<file path="src/rtl/imm_encoder_if.sv">
// imm_encoder_if: request and output-word handshake bundle for imm_encoder.
// The master side is the program builder / boot loader. The slave side is the encoder.
interface imm_encoder_if;
  logic        IN_VALID;
  logic        IN_READY;
  logic [2:0]  IN_FMT;
  logic [31:0] IN_BASE;
  logic [31:0] IN_IMM;
  logic        OUT_VALID;
  logic        OUT_READY;
  logic [31:0] OUT_INSTR;
  logic        OUT_LAST;
  logic        OUT_ERR;

  modport master (
    output IN_VALID, IN_FMT, IN_BASE, IN_IMM, OUT_READY,
    input  IN_READY, OUT_VALID, OUT_INSTR, OUT_LAST, OUT_ERR
  );

  modport slave (
    input  IN_VALID, IN_FMT, IN_BASE, IN_IMM, OUT_READY,
    output IN_READY, OUT_VALID, OUT_INSTR, OUT_LAST, OUT_ERR
  );
endinterface

</file>
<file path="src/rtl/imm_encoder.sv">
// imm_encoder: scatters a 32-bit immediate into a RISC-V instruction template
// for the U/I/S/B/J formats, and expands the LI pseudo-op into ADDI or LUI(+ADDI).
// The encoder holds at most one presented word plus one pending ADDI.
// Optional feature: define IMM_ENC_RANGE_CHECK_EN to flag immediates that are
// out of range or misaligned for their format (OUT_ERR). The word is still emitted truncated.
module imm_encoder (
  input  logic         CLK,
  input  logic         RST,
  imm_encoder_if.slave bus
);

  typedef enum logic [1:0] {
    ST_EMPTY = 2'd0,
    ST_ONE   = 2'd1,
    ST_PAIR  = 2'd2
  } state_e;

  // True when v fits a signed 12-bit field (bits 31..11 all equal).
  function automatic logic fits_s12(input logic [31:0] v);
    return (&v[31:11]) | ~(|v[31:11]);
  endfunction

`ifdef IMM_ENC_RANGE_CHECK_EN
  // True when v fits a signed 13-bit field (B-type offset range before alignment).
  function automatic logic fits_s13(input logic [31:0] v);
    return (&v[31:12]) | ~(|v[31:12]);
  endfunction

  // True when v fits a signed 21-bit field (J-type offset range before alignment).
  function automatic logic fits_s21(input logic [31:0] v);
    return (&v[31:20]) | ~(|v[31:20]);
  endfunction
`endif

  state_e      state_q;
  logic        out_valid_q;
  logic [31:0] out_instr_q;
  logic        out_last_q;
  logic        out_err_q;
  logic [31:0] pend_q;

  logic        in_ready_s;
  logic        accept_s;
  logic        out_fire_s;
  logic [4:0]  rd_s;
  logic [19:0] li_hi_s;
  logic [31:0] word_d;
  logic [31:0] addi_d;
  logic        two_d;
  logic        err_d;

  assign in_ready_s = !RST && ((state_q == ST_EMPTY) ||
                               ((state_q == ST_ONE) && bus.OUT_READY));
  assign accept_s   = bus.IN_VALID && in_ready_s;
  assign out_fire_s = out_valid_q && bus.OUT_READY;

  assign bus.IN_READY  = in_ready_s;
  assign bus.OUT_VALID = out_valid_q;
  assign bus.OUT_INSTR = out_instr_q;
  assign bus.OUT_LAST  = out_last_q;
  assign bus.OUT_ERR   = out_err_q;

  // Encode the request on the input side into the first word, an optional pending ADDI, and an error flag.
  always_comb begin
    rd_s    = bus.IN_BASE[11:7];
    // (i + 0x800)[31:12] is i[31:12] plus the carry out of bit 11, which is i[11].
    li_hi_s = bus.IN_IMM[31:12] + {19'd0, bus.IN_IMM[11]};
    word_d  = bus.IN_BASE;
    addi_d  = 32'h0000_0000;
    two_d   = 1'b0;
    err_d   = 1'b0;
    case (bus.IN_FMT)
      3'd0: begin
        word_d = {bus.IN_IMM[31:12], bus.IN_BASE[11:0]};
`ifdef IMM_ENC_RANGE_CHECK_EN
        err_d  = (bus.IN_IMM[11:0] != 12'd0);
`endif
      end
      3'd1: begin
        word_d = {bus.IN_IMM[11:0], bus.IN_BASE[19:0]};
`ifdef IMM_ENC_RANGE_CHECK_EN
        err_d  = !fits_s12(bus.IN_IMM);
`endif
      end
      3'd2: begin
        word_d = {bus.IN_IMM[11:5], bus.IN_BASE[24:12], bus.IN_IMM[4:0], bus.IN_BASE[6:0]};
`ifdef IMM_ENC_RANGE_CHECK_EN
        err_d  = !fits_s12(bus.IN_IMM);
`endif
      end
      3'd3: begin
        word_d = {bus.IN_IMM[12], bus.IN_IMM[10:5], bus.IN_BASE[24:12],
                  bus.IN_IMM[4:1], bus.IN_IMM[11], bus.IN_BASE[6:0]};
`ifdef IMM_ENC_RANGE_CHECK_EN
        err_d  = !fits_s13(bus.IN_IMM) || bus.IN_IMM[0];
`endif
      end
      3'd4: begin
        word_d = {bus.IN_IMM[20], bus.IN_IMM[10:1], bus.IN_IMM[11],
                  bus.IN_IMM[19:12], bus.IN_BASE[11:0]};
`ifdef IMM_ENC_RANGE_CHECK_EN
        err_d  = !fits_s21(bus.IN_IMM) || bus.IN_IMM[0];
`endif
      end
      3'd5: begin
        if (fits_s12(bus.IN_IMM)) begin
          word_d = {bus.IN_IMM[11:0], 5'd0, 3'b000, rd_s, 7'h13};
        end else begin
          // lo = i - {hi,12'h0} has the same low 12 bits as i.
          word_d = {li_hi_s, rd_s, 7'h37};
          addi_d = {bus.IN_IMM[11:0], rd_s, 3'b000, rd_s, 7'h13};
          two_d  = (bus.IN_IMM[11:0] != 12'd0);
        end
      end
      default: begin
        word_d = bus.IN_BASE;
        err_d  = 1'b1;
      end
    endcase
  end

  // Output FSM: present a word, hold it under backpressure, and release the pending ADDI after the LUI.
  always_ff @(posedge CLK) begin
    if (RST) begin
      state_q     <= ST_EMPTY;
      out_valid_q <= 1'b0;
      out_instr_q <= 32'h0000_0000;
      out_last_q  <= 1'b0;
      out_err_q   <= 1'b0;
      pend_q      <= 32'h0000_0000;
    end else begin
      case (state_q)
        ST_EMPTY: begin
          if (accept_s) begin
            state_q     <= two_d ? ST_PAIR : ST_ONE;
            out_valid_q <= 1'b1;
            out_instr_q <= word_d;
            out_last_q  <= !two_d;
            out_err_q   <= err_d;
            pend_q      <= addi_d;
          end
        end
        ST_ONE: begin
          if (out_fire_s) begin
            if (accept_s) begin
              state_q     <= two_d ? ST_PAIR : ST_ONE;
              out_valid_q <= 1'b1;
              out_instr_q <= word_d;
              out_last_q  <= !two_d;
              out_err_q   <= err_d;
              pend_q      <= addi_d;
            end else begin
              state_q     <= ST_EMPTY;
              out_valid_q <= 1'b0;
            end
          end
        end
        ST_PAIR: begin
          if (out_fire_s) begin
            state_q     <= ST_ONE;
            out_valid_q <= 1'b1;
            out_instr_q <= pend_q;
            out_last_q  <= 1'b1;
            out_err_q   <= 1'b0;
          end
        end
        default: begin
          state_q     <= ST_EMPTY;
          out_valid_q <= 1'b0;
        end
      endcase
    end
  end

endmodule

</file>
<file path="src/flat_wrapper.sv">
// flat-port wrapper written by rule: the top's interface ports become plain ports
module imm_encoder_flat 
  (CLK, RST, bus_IN_VALID, bus_IN_FMT, bus_IN_BASE, bus_IN_IMM, bus_OUT_READY, bus_IN_READY, bus_OUT_VALID, bus_OUT_INSTR, bus_OUT_LAST, bus_OUT_ERR);
  imm_encoder_if bus_i ();
  input  logic CLK;
  input  logic RST;
  input wire logic [$bits(bus_i.IN_VALID)-1:0] bus_IN_VALID;
  input wire logic [$bits(bus_i.IN_FMT)-1:0] bus_IN_FMT;
  input wire logic [$bits(bus_i.IN_BASE)-1:0] bus_IN_BASE;
  input wire logic [$bits(bus_i.IN_IMM)-1:0] bus_IN_IMM;
  input wire logic [$bits(bus_i.OUT_READY)-1:0] bus_OUT_READY;
  output wire logic [$bits(bus_i.IN_READY)-1:0] bus_IN_READY;
  output wire logic [$bits(bus_i.OUT_VALID)-1:0] bus_OUT_VALID;
  output wire logic [$bits(bus_i.OUT_INSTR)-1:0] bus_OUT_INSTR;
  output wire logic [$bits(bus_i.OUT_LAST)-1:0] bus_OUT_LAST;
  output wire logic [$bits(bus_i.OUT_ERR)-1:0] bus_OUT_ERR;
  assign bus_i.IN_VALID = bus_IN_VALID;
  assign bus_i.IN_FMT = bus_IN_FMT;
  assign bus_i.IN_BASE = bus_IN_BASE;
  assign bus_i.IN_IMM = bus_IN_IMM;
  assign bus_i.OUT_READY = bus_OUT_READY;
  assign bus_IN_READY = bus_i.IN_READY;
  assign bus_OUT_VALID = bus_i.OUT_VALID;
  assign bus_OUT_INSTR = bus_i.OUT_INSTR;
  assign bus_OUT_LAST = bus_i.OUT_LAST;
  assign bus_OUT_ERR = bus_i.OUT_ERR;
  imm_encoder u_core (.CLK(CLK), .RST(RST), .bus(bus_i));
endmodule
</file>
<file path="config.mk">
export PLATFORM = sky130hd
export DESIGN_NAME = imm_encoder_flat
export DESIGN_NICKNAME = d
export VERILOG_FILES = /design/src/rtl/imm_encoder_if.sv /design/src/rtl/imm_encoder.sv /design/src/flat_wrapper.sv
export SDC_FILE = /design/constraint.sdc
export NUM_CORES = 1
export LEC_CHECK = 0
export ABC_CLOCK_PERIOD_IN_PS = 3700
export CAP_MARGIN = 15
export CORE_MARGIN = 2
export CORE_UTILIZATION = 35
export DETAILED_ROUTE_END_ITERATION = 10
export PLACE_DENSITY = 0.63
export SETUP_SLACK_MARGIN = 0.15
export SLEW_MARGIN = 30
export SYNTH_ARGS = -nofsm -noshare
export SYNTH_HDL_FRONTEND = slang
export SYNTH_SLANG_ARGS = --single-unit
</file>
<file path="constraint.sdc">
create_clock -name CLK -period 3.7 [get_ports CLK]
set_input_delay 0.37 -clock CLK [delete_from_list [all_inputs] [get_ports CLK]]
set_output_delay 0.37 -clock CLK [all_outputs]
set_load 0.005 [all_outputs]
</file>
Word-level counts from Yosys, hierarchy flattened

Index checks and enable logic that the tools add are counted.

Flip-flop bits (word level): 69
Output and inout bits: 36
Logic and storage cells: 69

$add $sub $neg: 1
Eq/ne operators: 10
Mux-type cells: 32
Bitwise operators: 2
Reduce and logical (&&, ||, !) cells: 18

Operators by type and width:

| operator                                            | count |
|---|---|
| two-way mux 32 bit                                  | 8 |
| one-hot mux 32 bit (6 select lines)                 | 1 |
| one-hot mux 32 bit (3 select lines)                 | 1 |
| one-hot mux 32 bit (2 select lines)                 | 1 |
| AND reduction 21 bit                                | 1 |
| OR reduction 21 bit                                 | 1 |
| adder 20 x 1 -> 20 bit                              | 1 |
| two-way mux 1 bit                                   | 12 |
| nonzero test 12 bit                                 | 1 |
| two-way mux 2 bit                                   | 5 |
| one-hot mux 1 bit (3 select lines)                  | 3 |
| equality test 3 x 2 -> 1 bit, second input constant | 2 |
| equality test 3 bit, second input constant          | 2 |
| != test 2 x 1 -> 1 bit, second input constant       | 3 |
| one-hot mux 2 bit (3 select lines)                  | 1 |
| AND reduction 3 bit                                 | 2 |
| OR reduction 6 bit                                  | 1 |
| logical AND 1 bit                                   | 4 |
| equality test 3 x 1 -> 1 bit, second input constant | 1 |
| zero test 3 bit                                     | 1 |
| nonzero test 3 bit                                  | 1 |
| equality test 2 x 1 -> 1 bit, second input constant | 1 |
| equality test 2 bit, second input constant          | 1 |
| zero test 1 bit                                     | 2 |
| 6 further kinds                                     | 6 |

Logic depth before layout (Yosys ltp)

Gate-level depths: netlist of the first run.

Depth in word-level cells: 9
Depth in mapped cells: 9
Mapped depth without buffers: 8

Worst setup path before layout of the first run

OpenSTA, ideal clock, no wires.

Path kind: input-to-reg
From: input port bus_IN_IMM[11]
To: register u_core.out_instr_q[20], in the netlist u_core.bus.OUT_INSTR[20]
Arrival: 2508 ps
Data required time: 3568 ps
Path slack: 1060 ps
Cell stages on the path: 8
Path buffers: 1
Cell sequence: ha_1 nand4_2 or4_1 buf_2 o32ai_4 mux2_1 a221oi_1 nor3_2

Word-level cells in the longest chain between the ends: 8
Elaborated cells between the ends (all ways): 10
Those cells by class: 1 x add/sub; 5 x mux; 2 x bitwise; 2 x reduce/logical

Ends and longest elaborated chain:

| item                                                           | line                                   | source |
|---|---|---|
| start: declaration                                             | flat_wrapper.sv:10                     | `input wire logic [$bits(bus_i.IN_IMM)-1:0] bus_IN_IMM;` |
| branches (longest 4 deep; another with adder 20 x 1 -> 20 bit) | --                                     |  |
| one-hot mux 32 bit (6 select lines) *                          | imm_encoder.sv:72                      | `case (bus.IN_FMT)` |
| two-way mux 32 bit *                                           | imm_encoder.sv:134, imm_encoder.sv:145 |  |
| two-way mux 32 bit                                             | imm_encoder.sv:144                     | `if (out_fire_s) begin` |
| one-hot mux 32 bit (3 select lines) *                          | imm_encoder.sv:132                     | `case (state_q)` |
| end signal: assignment                                         | imm_encoder.sv:137                     | `out_instr_q <= word_d;` |
| end signal: assignment                                         | imm_encoder.sv:148                     | `out_instr_q <= word_d;` |
| end signal: assignment                                         | imm_encoder.sv:162                     | `out_instr_q <= pend_q;` |
| end: declaration                                               | imm_encoder.sv:37                      | `logic [31:0] out_instr_q;` |

Every way passes the cells marked *. The select of a mux whose other input is x is not followed.
A chain may end at the register's enable or synchronous reset.

Worst setup path in the final report of the first run

From: input port bus_IN_IMM[12]
To: register u_core.out_instr_q[20], in the netlist u_core.bus.OUT_INSTR[20]

Word-level cells in the longest chain between the ends: 8
Elaborated cells between the ends (all ways): 10
Those cells by class: 1 x add/sub; 5 x mux; 2 x bitwise; 2 x reduce/logical

Ends and longest elaborated chain:

| item                                                           | line                                   | source |
|---|---|---|
| branches (longest 3 deep; another with adder 20 x 1 -> 20 bit) | --                                     |  |
| two-way mux 32 bit *                                           | imm_encoder.sv:106                     | `if (fits_s12(bus.IN_IMM)) begin` |
| one-hot mux 32 bit (6 select lines) *                          | imm_encoder.sv:72                      |  |
| two-way mux 32 bit *                                           | imm_encoder.sv:134, imm_encoder.sv:145 |  |
| two-way mux 32 bit                                             | imm_encoder.sv:144                     |  |
| one-hot mux 32 bit (3 select lines) *                          | imm_encoder.sv:132                     |  |

Marked as above.

==> results of run 1 <==
## path summary, 6_finish.rpt
path	slack [ps]	to	startpoint	depth (start not counted)
worst max-delay path	550	u_core.bus.OUT_INSTR[20]	bus_IN_IMM[12]	8
worst min-delay path	480	u_core.bus.OUT_INSTR[2]	u_core.bus.OUT_INSTR[2]	2
worst max register to register	1440	u_core.bus.OUT_INSTR[26]	u_core.state_q[1]	4
worst min register to register	480	u_core.bus.OUT_INSTR[2]	u_core.bus.OUT_INSTR[2]	2
## per-stage QoR
step / setup WS (ps) / area (um2) / util, % / hold WS [ps]
final: 553 / 4700 / 50.6 / 481
after global routing: 419 / 4700 / 50.6 / 519
after CTS: 593 / 4700 / 50.6 / 487
after detailed placement: 271 / 4590 / 49.4 / 463
after global placement: 389 / 4560 / 49.1 / 442
after floorplan: 1060 / 3370 / - / 442
## sequential cells by signal, indices dropped and copies added (netlist names)
name	count
u_core.bus.OUT_INSTR	32
u_core.bus.OUT_VALID	1
u_core.pend_q	18
u_core.bus.OUT_ERR	1
u_core.state_q	2
u_core.bus.OUT_LAST	1
## synth_stat cells (2+ instances only)
master     count
nand2b_1       4
o21a_1         2
nor4_1         9
a211oi_1       8
inv_1         10
nor3_2         3
nor2_1        37
nor3_1         6
nand4_2        2
mux2_2        10
o22ai_1        7
nor4b_1        2
o2111ai_1      2
xnor2_1        9
dfxtp_1       55
xor2_1         9
o32ai_1        2
nand2_1       45
o211ai_1       2
nand3_1        8
buf_6          3
nand4_1        5
a221oi_1       8
clkbuf_1      20
a22o_1        24
o21ai_0       30
a222oi_1      13
a32oi_1        3
a22oi_1        8
nor2b_1        4
ha_1           3
buf_2          3
o221ai_1       3
mux2i_1        2
a31oi_1        5
buf_1          3
mux2_1         3
a21oi_1       22
## area by class of cell
cell class	instances	area (um2)
Tap cell	129	161
Sequential cell	55	1100
Clock inverter	2	38.8
Multi-Input combinational cell	316	2090
Fill cell	925	4590
Inverter	10	37.5
Clock buffer	6	72.6
Timing Repair Buffer	123	1200
## layer usage
layer | vias up | track usage (%) | part of all wire [%]
li1 | 1770 | - | -
met1 | 1795 | 32.1 | 43
met2 | 196 | 37.7 | 46
met3 | 18 | 3.42 | 9.0
met4 | 0 | 8.10 | 2.2
met5 | - | 0 | 0
## report_power, final
group	internal (uW)	total, uW	switching, uW	leakage, uW
clock network	205	416	211	0.0000558
registers	624	647	22.7	0.000449
logic	200	385	185	0.00112
## cells by family after synthesis
| kind of cell | share of synthesized area (%) |
|---|---|
| compound gates | 32.0 |
| xor+xnor | 4.67 |
| mux | 4.93 |
| simple gates | 19.1 |
| fa+ha+maj | 1.11 |
| buf+inv | 5.49 |
| flops | 32.6 |
## critical path: stages
cell	delay (ps)
clkdlybuf4s50_1	580
ha_1	280
nand4_2	170
or4_1	700
o32ai_4	480
mux2_1	360
a221oi_1	330
nor3_2	60
==> out/qor.yml, run 1 <==
clkTransAtPathRegs_ps: 100
timing.final.crit_period_ps: 3150
worst_ep_arrival_time_ps: 3340
final_max_slew_viol_count: 0
die_x_um: 102
fmax_mhz: 318
setup_viol_count_final: 0
worstSkewPairLatency_ps: 310
drc: 0
synth_top_area_share_pct: 32.6
syn_area_mm2: 0.00337
final_common_cell: "clkdlybuf4s50_1"
synth_top_area_cell: "dfxtp_1"
synth_area_per_cell_um2: 8.19
ctsRootBufferMaster: "clkbuf_8"
tns_ps: 0
async_flop_share_pct: 0
rsz0062_at_grt: "false"
status: "finished, final reports clean"
synth_edf_count: 0
htreeDepth: 2
ys_seq_area_share_pct: 32.6
antenna_cells: 0
tightest_slew_ps: 859
path_class: "in -> reg"
avgRoutedWirePerCell_um: 19.2
globalRouteTotalUtil_pct: 23.4
grt_pass1_wl_um: 18900
peakVddDrop_uv: 200
synth.net_count: 486
clockBufferDepth: 2
ys_types: 56
drive_above_1_share_pct: 8.40
gp_congestion: 0.943
ys_seq_elements: 55
postCtsSetupRepairBufs: 0
nNetsFinal: 585
grt.overflow.total: 0
cts_buffers: 5
initial_core_util_pct: 36.3
drt_first_pass_iters: 6
routed_wl_um: 12300
yosysWarnings: 0
maxCapViolCount: 0
period_share_pct: 85.1
cts_tree: "yes"
power_density_mw_per_mm2: 308
post-dp-hpwl_um: 9250
critPathMaxFanout: 7
required_ps: 3890
synth_ff_type: "dfxtp_1"
antenna_found_initial: 0
hold_class: "reg -> reg"
hold_buffers: 0
final.setup_skew_ps: 4.92
via_per_inst: 5.90
dieHeight_um: 102
p_leak_uw: 0.00163
cts_resized: 0
ios: 107
first_global_vias: 3572
crit_path_start_kind: "input pin"
synth_area_leaders: "dfxtp_1, a22o_1, nand2_1"
core_region_area_mm2: 0.00928
grt_max_degree: 41
stdcell_count: 641
num_rows: 35
final_cell_mix: "clkdlybuf4s50_1, dfxtp_1, nand2_1"
syn_inst: 412
dieArea_mm2: 0.0104
finalHoldViolCount: 0
postRouteAntennaNets: 0
drtIter0Drc: 355
worst_setup_path_end_kind: "flop"
portBuffers: 106
area_growth_pct: 39.2
dr_total_vias: 3779
placedCellCount: 633
total_power_uw: 1450
cts_sinks: 55
timing.slew.headroom_pct: 42.5
(Power assumes the default switching activity.)
==> run 2, diff against run 1 <==
--- a/config.mk
+++ b/config.mk
@@ -6,9 +6,9 @@
 export NUM_CORES = 1
 export LEC_CHECK = 0
 export ABC_CLOCK_PERIOD_IN_PS = 3700
-export CAP_MARGIN = 15
 export CORE_MARGIN = 2
 export CORE_UTILIZATION = 35
+export CTS_CLUSTER_SIZE = 24
 export DETAILED_ROUTE_END_ITERATION = 10
 export PLACE_DENSITY = 0.63
 export SETUP_SLACK_MARGIN = 0.15
==> results of run 2 <==
No change in the layout: final DEF, timing and power equal those of run 1.
